`src/rtl/pwm_decoder.sv`:
```
// pwm_decoder
//   Receive-side PWM measurement. The asynchronous PWM input is synchronized,
//   and its rising edges are found. For every frame, which runs from one rising
//   edge up to the cycle before the next one, the block reports:
//     - the number of cycles in the frame (period), and
//     - the number of those cycles in which the synchronized input was high.
//   Both values are reported together with a one-cycle valid strobe.
//   If no closing edge arrives, the frame is closed at the counter limit with a
//   timeout strobe, and the decoder returns to idle.
//
// Parameters
//   CNT_W     width of the counters and of the measured outputs
//   SYNC_LEN  input synchronizer depth in flops (2..3)
//
// Ports
//   clk        system clock
//   rst        asynchronous reset, active-high
//   en         decoder enable; low abandons any open frame
//   pwm_i      PWM waveform, asynchronous to clk
//   high_o     high cycles in the last completed frame
//   period_o   total cycles in the last completed frame
//   valid_o    one-cycle strobe: high_o/period_o updated
//   timeout_o  one-cycle strobe alongside valid_o: frame closed by timeout
module pwm_decoder #(
  parameter int CNT_W    = 16,
  parameter int SYNC_LEN = 2
) (
  input  logic             clk,
  input  logic             rst,
  input  logic             en,
  input  logic             pwm_i,
  output logic [CNT_W-1:0] high_o,
  output logic [CNT_W-1:0] period_o,
  output logic             valid_o,
  output logic             timeout_o
);

  typedef enum logic [0:0] {
    IDLE    = 1'b0,
    MEASURE = 1'b1
  } state_e;

  localparam logic [CNT_W-1:0] CNT_ZERO = {CNT_W{1'b0}};
  localparam logic [CNT_W-1:0] CNT_ONE  = {{(CNT_W-1){1'b0}}, 1'b1};
  localparam logic [CNT_W-1:0] CNT_MAX  = {CNT_W{1'b1}};

  logic [SYNC_LEN-1:0] sync_q, sync_d;
  logic                prev_q, prev_d;
  state_e              state_q, state_d;
  logic [CNT_W-1:0]    period_cnt_q, period_cnt_d;
  logic [CNT_W-1:0]    high_cnt_q, high_cnt_d;
  logic [CNT_W-1:0]    high_q, high_d;
  logic [CNT_W-1:0]    period_q, period_d;
  logic                valid_q, valid_d;
  logic                timeout_q, timeout_d;

  logic                s_in;
  logic                rise;
  logic                at_limit;

  // Synchronized level, its one-cycle-old copy, and the derived edge / limit flags
  always_comb begin
    sync_d   = {sync_q[SYNC_LEN-2:0], pwm_i};
    s_in     = sync_q[SYNC_LEN-1];
    prev_d   = s_in;
    rise     = s_in & ~prev_q;
    at_limit = (period_cnt_q == CNT_MAX);
  end

  // Next-state logic: rise beats timeout, and a low enable always wins
  always_comb begin
    state_d = state_q;
    case (state_q)
      IDLE: begin
        if (en && rise) begin
          state_d = MEASURE;
        end else begin
          state_d = IDLE;
        end
      end
      MEASURE: begin
        if (!en) begin
          state_d = IDLE;
        end else if (rise) begin
          state_d = MEASURE;
        end else if (at_limit) begin
          state_d = IDLE;
        end else begin
          state_d = MEASURE;
        end
      end
      default: state_d = IDLE;
    endcase
  end

  // Counter and result computation; the results only move when a strobe is raised
  always_comb begin
    period_cnt_d = CNT_ZERO;
    high_cnt_d   = CNT_ZERO;
    high_d       = high_q;
    period_d     = period_q;
    valid_d      = 1'b0;
    timeout_d    = 1'b0;
    case (state_q)
      IDLE: begin
        // The first edge only opens a frame. That edge cycle already counts,
        // both as a frame cycle and as a high cycle.
        if (en && rise) begin
          period_cnt_d = CNT_ONE;
          high_cnt_d   = CNT_ONE;
        end else begin
          period_cnt_d = CNT_ZERO;
          high_cnt_d   = CNT_ZERO;
        end
      end
      MEASURE: begin
        if (!en) begin
          period_cnt_d = CNT_ZERO;
          high_cnt_d   = CNT_ZERO;
        end else if (rise) begin
          // Close the frame and open the next one in the same cycle, so no
          // cycle is lost between back-to-back frames.
          high_d       = high_cnt_q;
          period_d     = period_cnt_q;
          valid_d      = 1'b1;
          period_cnt_d = CNT_ONE;
          high_cnt_d   = CNT_ONE;
        end else if (at_limit) begin
          high_d       = high_cnt_q;
          period_d     = CNT_MAX;
          valid_d      = 1'b1;
          timeout_d    = 1'b1;
          period_cnt_d = CNT_ZERO;
          high_cnt_d   = CNT_ZERO;
        end else begin
          // high_cnt never exceeds period_cnt, so neither counter can wrap
          // before the limit check above fires.
          period_cnt_d = period_cnt_q + CNT_ONE;
          high_cnt_d   = high_cnt_q + {{(CNT_W-1){1'b0}}, s_in};
        end
      end
      default: begin
        period_cnt_d = CNT_ZERO;
        high_cnt_d   = CNT_ZERO;
      end
    endcase
  end

  // State, synchronizer, counter and output registers
  always_ff @(posedge clk or posedge rst) begin
    if (rst) begin
      sync_q       <= {SYNC_LEN{1'b0}};
      prev_q       <= 1'b0;
      state_q      <= IDLE;
      period_cnt_q <= CNT_ZERO;
      high_cnt_q   <= CNT_ZERO;
      high_q       <= CNT_ZERO;
      period_q     <= CNT_ZERO;
      valid_q      <= 1'b0;
      timeout_q    <= 1'b0;
    end else begin
      sync_q       <= sync_d;
      prev_q       <= prev_d;
      state_q      <= state_d;
      period_cnt_q <= period_cnt_d;
      high_cnt_q   <= high_cnt_d;
      high_q       <= high_d;
      period_q     <= period_d;
      valid_q      <= valid_d;
      timeout_q    <= timeout_d;
    end
  end

  assign high_o    = high_q;
  assign period_o  = period_q;
  assign valid_o   = valid_q;
  assign timeout_o = timeout_q;

endmodule

```
`config.mk`:
```
export PLATFORM = sky130hd
export DESIGN_NAME = pwm_decoder
export DESIGN_NICKNAME = d
export VERILOG_FILES = /design/src/rtl/pwm_decoder.sv
export SDC_FILE = /design/constraint.sdc
export NUM_CORES = 1
export LEC_CHECK = 0
export CORE_ASPECT_RATIO = 0.6
export CORE_MARGIN = 2
export CORE_UTILIZATION = 55
export DETAILED_ROUTE_END_ITERATION = 8
export GPL_TIMING_DRIVEN = 0
export PLACE_DENSITY = 0.81
export SYNTH_ARGS = -nofsm -noshare
export SYNTH_HDL_FRONTEND = slang
export SYNTH_SLANG_ARGS = --single-unit
```
`constraint.sdc`:
```
create_clock -name clk -period 2.7 [get_ports clk]
set_input_delay 0.405 -clock clk [delete_from_list [all_inputs] [get_ports clk]]
set_output_delay 0.405 -clock clk [all_outputs]
set_load 0.005 [all_outputs]
```
* Word-level counts from Yosys, hierarchy flattened *
Index checks and enable logic that the tools add are counted.
W data, S select, Z words.

word-level totals
  bits in registers = 70
  output and inout bits = 34
  word-level logic and storage cells = 43

operators by class
  equal/unequal tests = 1
  multiplexer cells = 25
  bitwise gates (word level) = 3
  $add $sub $neg = 2
  reductions and logical operators = 3

operators with widths
  kind                     count
  $mux W16                 10
  $pmux W16 S2             2
  $add A16 B1 Y16          1
  $add A16 B1 Y16 const B  1
  $eq A16 B16 Y1 const B   1
  $mux W1                  12
  $reduce_and A3 Y1        1
  $not A1 Y1               2
  $pmux W1 S2              1
  $reduce_bool A2 Y1       1
  $and A1 B1 Y1            1
  $logic_and A1 B1 Y1      1

* Depth between registers and ports, before layout *
  depth in word-level cells = 5
  gate-level depth with buffers = 6

* Least setup slack after synthesis *
OpenSTA, ideal clock, no wires.

  path type = flip-flop to flip-flop
  start point = reg period_cnt_q[0]
  end point = reg period_cnt_q[2]
  stages on the path, launching flop included = 7
  arrival time = 1.747 ns
  slack = 0.834 ns
  path buffers = 1
  period minus slack after synthesis = 1.866 ns
  library setup time = 0.119 ns
  cell sequence = dfrtp_1 > ha_1 > nand3_4 > or4_4 > o21ai_4 > buf_8 > nor2_2

between the ends
  word-level cells in the longest chain between the ends = 5
  elaborated cells between the ends (all ways) = 6
  classes of those cells = 1 x add/sub; 1 x eq/ne; 4 x mux

RTL lines
  what                                                      line     text
  start: declaration                                        50       logic [CNT_W-1:0] period_cnt_q, period_cnt_d;
  start signal: assignment                                  165      period_cnt_q <= period_cnt_d;
  $add A16 B1 Y16 / $eq A16 B16 Y1 (equally long branches)  138, 67
  $mux W16 *                                                128      end else if (at_limit) begin
  $mux W16 *                                                120      end else if (rise) begin
  $mux W16 *                                                117      if (!en) begin
  $pmux W16 S2 *                                            104      case (state_q)
  via period_cnt_d[2]                                       50

Mark *: on every way through the listed nets, which the timed path passes. The rest lies on a longest branch.
A chain may end at the register's enable or synchronous reset.

* Final worst setup path *
  start point = reg period_cnt_q[0]
  end point = reg period_q[7], in the netlist period_o[7]

between the ends
  word-level cells in the longest chain between the ends = 3

RTL lines
  what                                 line  text
  $eq A16 B16 Y1                       67    at_limit = (period_cnt_q == CNT_MAX);
  $reduce_bool A2 Y1 (no source line)  n/a
  $reduce_and A3 Y1 (no source line)   n/a
  end signal: assignment               168   period_q <= period_d;
  end: declaration                     53    logic [CNT_W-1:0] period_q, period_d;

No other way between the ends.

==> summary.txt <==
Worst setup path
  • R2r setup slk: 460 ps
  • Worst Setup Start Kind: flip-flop
  • Terminus of the critical flop-to-flop path: period_o[7]
  • CP max FO: 10
  • Worst setup path start: period_cnt_q[0]
  • Setup crit end: period_o[7]
  • Cells on worst reg2reg path: 6
  • Crit path kind: flip-flop to flip-flop
  • Arr. time, crit path: 2520 ps
  • Data required time of the critical path: 2970 ps
  • Worst R2R Start: period_cnt_q[0]
  • Crit end category: flip-flop

STA
  • Setup-failing EPs final: 0
  • Max Slew Vio Count: 0
  • Hold slack: 361 ps
  • Final hold violation count: 0
  • Actual slew at the worst max-slew pin: 834 ps
  • Slew margin rel.: 0.444
  • Final period util: 0.831
  • Minimum clock period: 2240 ps
  • Worst Clk Skew: 6.64 ps
  • Timing-limited maximum frequency: 446 MHz
  • RSZ-0062 raised after global routing: no

Routing
  • Drt pass-1 iters: 5
  • DRT Wirelength: 8600 um
  • Wire per inst: 17.3 um
  • Via density: 6.05
  • Vias: 3,007
  • Violation count after the first detailed-route iteration: 246
  • Post-route DRC: 0
  • Routed Antenna Nets: 0

Global route
  • Grt ovf: 0
  • Gr usage total: 0.264
  • GRT busiest layer: met1
  • First-pass GRT wire length: 14,100 um
  • Pin count of the biggest net entering global routing: 71
  • Initial antenna violation count: 0
  • Met1 GRT Util: 0.384
  • Met2 usage: 0.366
  • Vias in the first global route: 2,821
  • Met3 GRT Util: 0.0877

Clock network
  • CTS Sinks: 70
  • Post-CTS sizing: 0
  • CTS tree: done
  • H-tree depth: 3
  • Worst-path clk slew: 70 ps
  • Worst skew pair latency: 350 ps
  • Clk buf depth: 2
  • Setup Buffers After CTS: 0
  • Hold_buf cts: 0
  • Cts bufs inserted: 9
  • Root Driver: clkbuf_8

Floorplan
  • Site Rows: 22
  • Core Region: 6140 um^2
  • DIE AREA: 7070 um^2
  • IO Pins: 38
  • Die height: 65.9 um
  • Chip Width: 107 um
  • Initial Util: 0.573

Logic synthesis
  • Synth Flop Type: dfrtp_1
  • Synth unique cells: 39
  • Post-synth ARST share: 1.00
  • Yosys reg bits: 70
  • Share of the synthesized area in the top cell type: 0.498
  • Syn_nets: 368
  • Synth area leaders: dfrtp_1 (50%), nand2_1 (6.4%), nand4_1 (5.2%)
  • Yosys warnings: 0
  • Post-synth EDFFs: 0
  • Dominant cell type by area after synthesis: dfrtp_1
  • Mapped Area: 3510 um^2
  • Syn Area/Cell: 9.74 um^2
  • Gate count of the mapped netlist: 361
  • Sequential element share of the synthesized area: 0.498

Finish
  • Fin nets: 416
  • Inserted Diodes: 0
  • Layout area overhead: 18.0%
  • Final Core Density: 0.676
  • Filler cells: 442
  • Share of cells above drive strength 1: 0.0944

Worst hold path
  • Hold Crit Start: sync_q[0]
  • Min-delay worst type: flip-flop to flip-flop
  • Hold depth: 0

Power and ir drop
  • Power, Total: 1.88 mW
  • P_leak: 1.69 nW
  • Net Sw Frac: 0.246
  • Power Dens Cells: 454 nW/um^2
  • Internal power: 1.42 mW
  • Comb pwr share: 0.061
  • Reg power frac: 0.567
  • Peak supply drop: 0.227 mV
  • Clock power share: 0.372
  • P_sw: 0.463 mW

Place
  • Gpl congestion: 0.946
  • Hpwl dp: 6010 um
  • Port Buffer Count: 37

Flow run
  • Maxcap violations: 0

Outcome
  • Run status: finished clean
[worst max-delay path, cell delays in order, from the launching register on]
cell	delay, ps
dfrtp_1	420
ha_1	250
nand3_4	160
nor4_4	600
nand3_2	290
clkbuf_1	310
nand3_1	140
[synthesized netlist by cell type, types with 2 or more instances]
master    instances
nor2_1           23
a21oi_1           2
o211ai_1         17
clkbuf_1         20
o21ai_0           4
xnor2_1          11
inv_1             5
nand3_1          22
and2_1            5
xor2_1           16
nor4_1            4
and3_1           19
nor3_1            3
nand4_1          29
dfrtp_1          70
and4_1            2
ha_1              3
nand2_1          60
nor2_2           10
buf_2             2
a221oi_1         16
[how the worst min path moves through the flow]
stage                      endpoint  slack [ps]
final                     sync_q[1]         360
after global placement    sync_q[1]         330
after detailed placement  sync_q[1]         350
after CTS                 sync_q[1]         360
after floorplan           sync_q[1]         330
after global routing      sync_q[1]         370
[layout make-up]
cell class | instances | area (um^2) | share of cell area
Inverter | 5 | 21.3 | 0.00513
Tap cell | 84 | 105 | 0.0253
Clock buffer | 10 | 128 | 0.0308
Clock inverter | 5 | 27.5 | 0.00664
Timing Repair Buffer | 37 | 370 | 0.0893
Multi-Input combinational cell | 261 | 1620 | 0.390
Buffer | 25 | 125 | 0.0302
Sequential cell | 70 | 1750 | 0.422
[flip-flops by register name, indices dropped and copies added (netlist names)]
register,count
timeout_o,1
high_o,16
high_cnt_q,16
valid_o,1
state_q,1
period_cnt_q,16
sync_q,2
prev_q,1
period_o,16
[stage by stage]
step                std cells  setup WS [ps]  TNS (ps)  area (um^2)
finish                    497            457         0         4150
floorplan                 361            527         0         3510
global placement          482           -609    -42170         3990
CTS                       497            450         0         4150
global route              497            228         0         4150
detailed placement        482            266         0         3990
[cell families (layout without fill, tap and decap cells)]
group,Yosys count,in the layout,share of synthesized area
AO/OA/AOI/OAI,42,42,0.0940
XOR/XNOR,27,27,0.0673
adder cells (fa/ha/maj),3,3,0.0107
buffers and inverters,30,82,0.0409
flip-flops,70,70,0.498
AND/OR/NAND/NOR,189,189,0.289
[power groups by stage]
stage	combinational, mW	sequential [mW]	clock (mW)
global placement	0.110	1.09	0
floorplan	0.0751	1.09	0
global route	0.127	1.07	0.774
detailed placement	0.114	1.09	0
CTS	0.115	1.07	0.708
finish	0.115	1.07	0.701
[placed cells by master (no fill, tap or decap), types with 2 or more instances in the layout]
cell type | netlist | layout
dfrtp_1 | 70 | 70
nand2_1 | 60 | 60
clkdlybuf4s50_1 | 0 | 37
nand4_1 | 29 | 29
nor2_1 | 23 | 23
nand3_1 | 22 | 22
clkbuf_1 | 20 | 21
and3_1 | 19 | 19
o211ai_1 | 17 | 17
a221oi_1 | 16 | 16
xor2_1 | 16 | 16
xnor2_1 | 11 | 11
clkbuf_8 | 1 | 10
nor2_2 | 10 | 10
and2_1 | 5 | 5
inv_1 | 5 | 4
nor4_1 | 4 | 4
o21ai_0 | 4 | 4
clkinv_2 | 0 | 4
nor3_1 | 3 | 3
ha_1 | 3 | 3
a21oi_1 | 2 | 2
buf_2 | 2 | 2
and4_1 | 2 | 2
[per-layer routing]
metal / part of all wire / wire (um)
met3: 0.089 / 768
met4: 0.0066 / 57
met5: 0 / 0
met2: 0.43 / 3670
met1: 0.48 / 4110
Power figures use the tool's default switching activity.
